===== config.mk =====
export PLATFORM = sky130hd
export DESIGN_NAME = acr_packet_generator
export DESIGN_NICKNAME = d
export VERILOG_FILES = /design/src/rtl/acr_packet_generator.sv
export SDC_FILE = /design/constraint.sdc
export NUM_CORES = 1
export LEC_CHECK = 0
export CAP_MARGIN = 20
export CORE_MARGIN = 5
export CORE_UTILIZATION = 40
export CTS_BUF_LIST = sky130_fd_sc_hd__clkbuf_4 sky130_fd_sc_hd__clkbuf_8
export DETAILED_ROUTE_END_ITERATION = 8
export PLACE_DENSITY = 0.69
export SYNTH_ARGS = -nofsm -noshare
export SYNTH_HDL_FRONTEND = slang
export SYNTH_SLANG_ARGS = --single-unit
export TNS_END_PERCENT = 30

===== constraint.sdc =====
create_clock -name clk_pixel -period 7.2 [get_ports clk_pixel]
set_input_delay 2.16 -clock clk_pixel [delete_from_list [all_inputs] [get_ports clk_pixel]]
set_output_delay 2.16 -clock clk_pixel [all_outputs]
set_load 0.02 [all_outputs]

===== src/rtl/acr_packet_generator.sv =====
// ============================================================================
// Module   : acr_packet_generator
// Purpose  : HDMI ACR packet source; measured/averaged or fixed CTS, runtime N.
// Revision : 1.0 - initial release
// ============================================================================
`default_nettype none

module acr_packet_generator #(
    parameter int CTS_WIDTH = 20,
    parameter int AVG_LOG2  = 2,
    parameter int DEFAULT_N = 6144
) (
    input  logic             clk_pixel,
    input  logic             reset,
    input  logic             audio_tick,
    input  logic [19:0]      n_value,
    input  logic             cts_mode,
    input  logic [19:0]      cts_fixed,
    input  logic             packet_ready,
    output logic             packet_valid,
    output logic [23:0]      header,
    output logic [3:0][55:0] sub,
    output logic [19:0]      cts_value,
    output logic             cts_locked,
    output logic             cts_overflow
);

    localparam int c_ACC_W = CTS_WIDTH + AVG_LOG2;
    localparam int c_GW    = (AVG_LOG2 > 0) ? AVG_LOG2 : 1;
    localparam int c_ROUND = (2 ** AVG_LOG2) / 2;
    localparam logic [c_GW-1:0] c_GRP_LAST = c_GW'((2 ** AVG_LOG2) - 1);

    logic [19:0]          r_n;
    logic                 r_mode;
    logic [12:0]          r_tick_cnt;
    logic [CTS_WIDTH-1:0] r_pix_cnt;
    logic [c_ACC_W-1:0]   r_acc;
    logic [c_GW-1:0]      r_grp;
    logic                 r_discard;

    logic                 r_pend_valid;
    logic [19:0]          r_pend_cts;
    logic [19:0]          r_pend_n;
    logic [19:0]          r_out_n;

    logic [12:0]          w_d;
    logic                 w_restart;
    logic                 w_sat;
    logic                 w_win_end;
    logic [c_ACC_W:0]     w_win_cts;
    logic [c_ACC_W:0]     w_sum;
    logic [c_ACC_W:0]     w_rnd;
    logic                 w_res_valid;
    logic [19:0]          w_res_cts;
    logic                 w_accept;

    assign w_d       = n_value[19:7];
    assign w_restart = (n_value != r_n) || (cts_mode != r_mode) || (w_d == 13'd0);
    assign w_sat     = &r_pix_cnt;
    assign w_win_end = !w_restart && audio_tick && (r_tick_cnt == (w_d - 13'd1));
    // The ending cycle belongs to the window, hence the +1.
    assign w_win_cts = {{(AVG_LOG2 + 1){1'b0}}, r_pix_cnt} + 1'b1;
    assign w_sum     = {1'b0, r_acc} + w_win_cts;
    assign w_rnd     = w_sum + (c_ACC_W + 1)'(c_ROUND);
    assign w_accept  = packet_valid && packet_ready;

    always_comb begin
        w_res_valid = 1'b0;
        w_res_cts   = 20'd0;
        if (w_win_end) begin
            if (cts_mode) begin
                w_res_valid = 1'b1;
                w_res_cts   = cts_fixed;
            end else if (!r_discard && !w_sat && (r_grp == c_GRP_LAST)) begin
                w_res_valid = 1'b1;
                w_res_cts   = 20'(w_rnd >> AVG_LOG2);
            end
        end
    end

    always_ff @(posedge clk_pixel or posedge reset) begin
        if (reset) begin
            r_n          <= 20'(DEFAULT_N);
            r_mode       <= 1'b0;
            r_tick_cnt   <= '0;
            r_pix_cnt    <= '0;
            r_acc        <= '0;
            r_grp        <= '0;
            r_discard    <= 1'b1;
            cts_locked   <= 1'b0;
            cts_overflow <= 1'b0;
        end else begin
            r_n    <= n_value;
            r_mode <= cts_mode;
            if (w_restart) begin
                r_tick_cnt   <= '0;
                r_pix_cnt    <= '0;
                r_acc        <= '0;
                r_grp        <= '0;
                r_discard    <= 1'b1;
                cts_locked   <= 1'b0;
                cts_overflow <= 1'b0;
            end else begin
                if (w_win_end) begin
                    r_pix_cnt <= '0;
                end else if (!w_sat) begin
                    r_pix_cnt <= r_pix_cnt + 1'b1;
                end
                if (w_win_end) begin
                    r_tick_cnt <= '0;
                end else if (audio_tick) begin
                    r_tick_cnt <= r_tick_cnt + 13'd1;
                end
                if (w_win_end) begin
                    if (cts_mode) begin
                        r_discard  <= 1'b0;
                        cts_locked <= 1'b1;
                    end else if (r_discard) begin
                        r_discard <= 1'b0;
                    end else if (w_sat) begin
                        // A saturated window poisons the whole group: drop it and start over.
                        cts_overflow <= 1'b1;
                        cts_locked   <= 1'b0;
                        r_acc        <= '0;
                        r_grp        <= '0;
                    end else if (r_grp == c_GRP_LAST) begin
                        cts_locked <= 1'b1;
                        r_acc      <= '0;
                        r_grp      <= '0;
                    end else begin
                        r_acc <= w_sum[c_ACC_W-1:0];
                        r_grp <= r_grp + 1'b1;
                    end
                end
            end
        end
    end

    always_ff @(posedge clk_pixel or posedge reset) begin
        if (reset) begin
            packet_valid <= 1'b0;
            cts_value    <= 20'd0;
            r_out_n      <= 20'd0;
            r_pend_valid <= 1'b0;
            r_pend_cts   <= 20'd0;
            r_pend_n     <= 20'd0;
        end else begin
            if (w_res_valid) begin
                if (!packet_valid || w_accept) begin
                    packet_valid <= 1'b1;
                    cts_value    <= w_res_cts;
                    r_out_n      <= r_n;
                    r_pend_valid <= 1'b0;
                end else begin
                    r_pend_valid <= 1'b1;
                    r_pend_cts   <= w_res_cts;
                    r_pend_n     <= r_n;
                end
            end else if (w_accept) begin
                if (r_pend_valid) begin
                    packet_valid <= 1'b1;
                    cts_value    <= r_pend_cts;
                    r_out_n      <= r_pend_n;
                    r_pend_valid <= 1'b0;
                end else begin
                    packet_valid <= 1'b0;
                end
            end
        end
    end

    assign header = {8'h00, 8'h00, 8'h01};

    generate
        for (genvar gi = 0; gi < 4; gi++) begin : g_sub
            assign sub[gi] = {r_out_n[7:0], r_out_n[15:8], 4'd0, r_out_n[19:16],
                              cts_value[7:0], cts_value[15:8], 4'd0, cts_value[19:16],
                              8'd0};
        end
    endgenerate

endmodule

`default_nettype wire


==> results.json <==
{
  "worstPathArrival_ns": 6.08,
  "holdCritPathClass": "reg2reg",
  "clock-skew-final_ns": 0.0246,
  "die-area_mm2": 0.0310,
  "yosys.area.top_type": "dfrtp_1",
  "switching_power_mw": 0.524,
  "crit_path_start_kind": "input pin",
  "ios": 316,
  "worstReg2RegStart": "r_pix_cnt[0]",
  "clkSlewWorstSetupHoldPaths_ns": 0.10,
  "drtPass1Iterations": 5,
  "place.detailed.hpwl_mm": 22.2,
  "port_buffers": 227,
  "crit_required_ns": 7.56,
  "insertion_delay_ns": 0.47,
  "grt_first_pass_wirelength_mm": 44.2,
  "synth_top_area_share": 0.363,
  "min_from": "r_pend_cts[6]",
  "htreeDepth": 4,
  "power.density_mw_per_mm2": 141,
  "netlist_instances": 1241,
  "initial_utilization": 0.408,
  "p_seq_frac": 0.518,
  "fp.dieW_um": 176,
  "cp_max_fo": 32,
  "synth_edf_count": 0,
  "period_share": 0.793,
  "synth.area.top_cells": "dfrtp_1 36%, buf_4 16%, nand2_1 6.0%",
  "vias": 8558,
  "pwr-share-comb": 0.076,
  "post_dp_cell_area_mm2": 0.0122,
  "post_cts_buffers": 0,
  "hold_end": "r_pend_cts[6]",
  "core_area_mm2": 0.0270,
  "syn_to_final_growth_pct": 14.9,
  "grt_pass1_vias": 7899,
  "swShare": 0.293,
  "power_frac_clock": 0.406,
  "overflow": 0,
  "seq_area_frac_synth": 0.370,
  "drc": 0,
  "r2r_end": "r_pend_cts[19]",
  "tightest_slew_ns": 0.908,
  "clock_sinks": 163,
  "cap_violations": 0,
  "synth_flop_cell": "dfrtp_1",
  "die_h_um": 176,
  "antenna_found_initial": 0,
  "antenna_cells": 0,
  "max_freq_mhz": 175,
  "r2r_cells": 13,
  "finalSetupTns_ns": 0,
  "setup_viol": 0,
  "ctsHoldBuffers": 0,
  "ir_drop_mv": 0.127,
  "drtIter0Drc": 606,
  "critPathCaptureType": "register",
  "cts-resized-gates": 0,
  "cts-buffers-inserted": 17,
  "reg2reg_setup_slack_ns": 2.87,
  "nNetsFinal": 1381,
  "hold_viol": 0,
  "clock_path_buffers": 2,
  "vias_per_cell": 5.14,
  "p_int_mw": 1.27,
  "n_fill_cell": 2618,
  "synth_area_per_cell_um2": 8.89,
  "p_leak_nw": 5.50,
  "final_antenna_net_count": 0,
  "root_buffer": "clkbuf_8",
  "drive_above_1_share": 0.0574,
  "cts_tree": "done",
  "status": "finished clean",
  "gp_congestion": 0.870,
  "synthTopCellsByCount": "232 x buf_4, 176 x nand2_1, 160 x dfrtp_1, 74 x nor2_1, 72 x o21ai_0",
  "stdcell_area_mm2": 0.0127,
  "grt_max_degree": 164,
  "ys_async_sr_fraction": 1.00,
  "slew_viol_final": 0,
  "worstSetupPathType": "in2reg",
  "wire_per_inst_um": 17.4,
  "fin_crit_ns": 5.71,
  "syn-cell-area_mm2": 0.0110,
  "wl_mm": 29.0,
  "hold_depth": 2,
  "track_usage": 0.177,
  "yosysMostFrequentCell": "buf_4",
  "ys.warnings.count": 0,
  "synthDistinctLibCells": 80,
  "relSlewSlack": 0.395,
  "yosys_register_bits": 163,
  "whs_ns": 0.475,
  "rsz0062_at_grt": "no",
  "fp-row-count": 60
}
-- stage by stage --
stage	setup slack, ns	util	power, mW	cells
2_1_floorplan	0.640	-	1.07	1327
3_3_place_gp	1.13	0.452	1.08	1631
3_5_place_dp	1.01	0.452	1.08	1631
4_1_cts	1.50	0.468	1.81	1663
5_1_grt	1.38	0.469	1.86	1664
6_report	1.49	0.469	1.79	1664
-- kinds of logic after synthesis --
family,Yosys count,share of synthesized area
simple gates,413,0.185
buf+inv,290,0.182
compound gates,234,0.138
flops,163,0.370
xor+xnor,83,0.0672
mux,30,0.0277
fa+ha+maj,26,0.0302
other cells,2,0.000681
-- cells in the final DEF (no fill, tap or decap), drive strengths merged, types with 8 or more instances in the layout --
cell	netlist	final
a22oi	8	8
and3	13	13
a21oi	45	45
ha	25	25
nand3	31	31
inv	15	22
a22o	17	17
nand4	16	16
xor2	31	31
dfrtp	160	160
nor3	22	22
and2	10	10
nor2	74	74
xnor2	51	51
conb	2	88
or3	11	11
nand2	176	176
o21ai	82	82
a31oi	10	10
o31ai	8	8
clkdlybuf4s50	0	227
o211ai	15	15
clkbuf	25	17
a221oi	8	8
nand2b	9	9
mux2i	26	26
nor4	8	8
buf	250	12
-- sequential cells by signal (all words and copies together), names as in the netlist --
name	count
r_pend_valid	1
r_out_n	20
r_discard	1
cts_locked	1
r_pend_n	20
cts_value	20
r_mode	1
r_acc	22
r_pend_cts	20
r_pix_cnt	20
packet_valid	1
r_tick_cnt	13
cts_overflow	1
r_grp	2
r_n	20
-- per-layer routing --
layer  GRT usage  vias to the layer above  share of wire
li1            -                     4128              -
met1       0.229                     4146           0.43
met2       0.310                      258           0.50
met3      0.0285                       26          0.055
met4      0.0429                        0          0.017
met5           0                        -              0
-- critical path, stage by stage --
cell	delay [ns]
clkdlybuf4s50_1	0.52
inv_1	0.11
ha_1	0.22
or4b_4	0.51
or3_1	0.36
a211o_1	0.34
nor4b_4	0.31
o211a_1	0.32
nand2_2	0.42
buf_4	0.42
mux2i_1	0.16
o21ai_0	0.20
-- power groups by stage --
stage | registers (mW) | clock network, mW | logic [mW]
4_1_cts | 0.927 | 0.745 | 0.137
2_1_floorplan | 0.944 | 0 | 0.122
3_5_place_dp | 0.945 | 0 | 0.136
5_1_grt | 0.929 | 0.787 | 0.148
3_3_place_gp | 0.945 | 0 | 0.136
6_report | 0.927 | 0.726 | 0.136
-- layout make-up --
class	count	area (µm²)	share of cell area
well taps	341	427	0.0337
clock inverters	15	204	0.0161
repair buffers	239	2390	0.188
inverters	15	61.3	0.00484
multi-input cells	874	5270	0.416
flip-flops and latches	163	4080	0.322
clock buffers	17	234	0.0185
-- worst max-delay path by stage --
stage                     from       endpoint  slack (ns)  cells after the start
global placement    n_value[8]     r_out_n[5]        1.13                     12
finish              n_value[8]     r_out_n[6]        1.49                     12
CTS                 n_value[7]     r_out_n[6]        1.50                     12
global route        n_value[8]  cts_value[17]        1.38                     12
detailed placement  n_value[7]     r_out_n[6]        1.01                     12
floorplan                reset     cts_locked        0.64                      1
(Power assumes the default switching activity.)
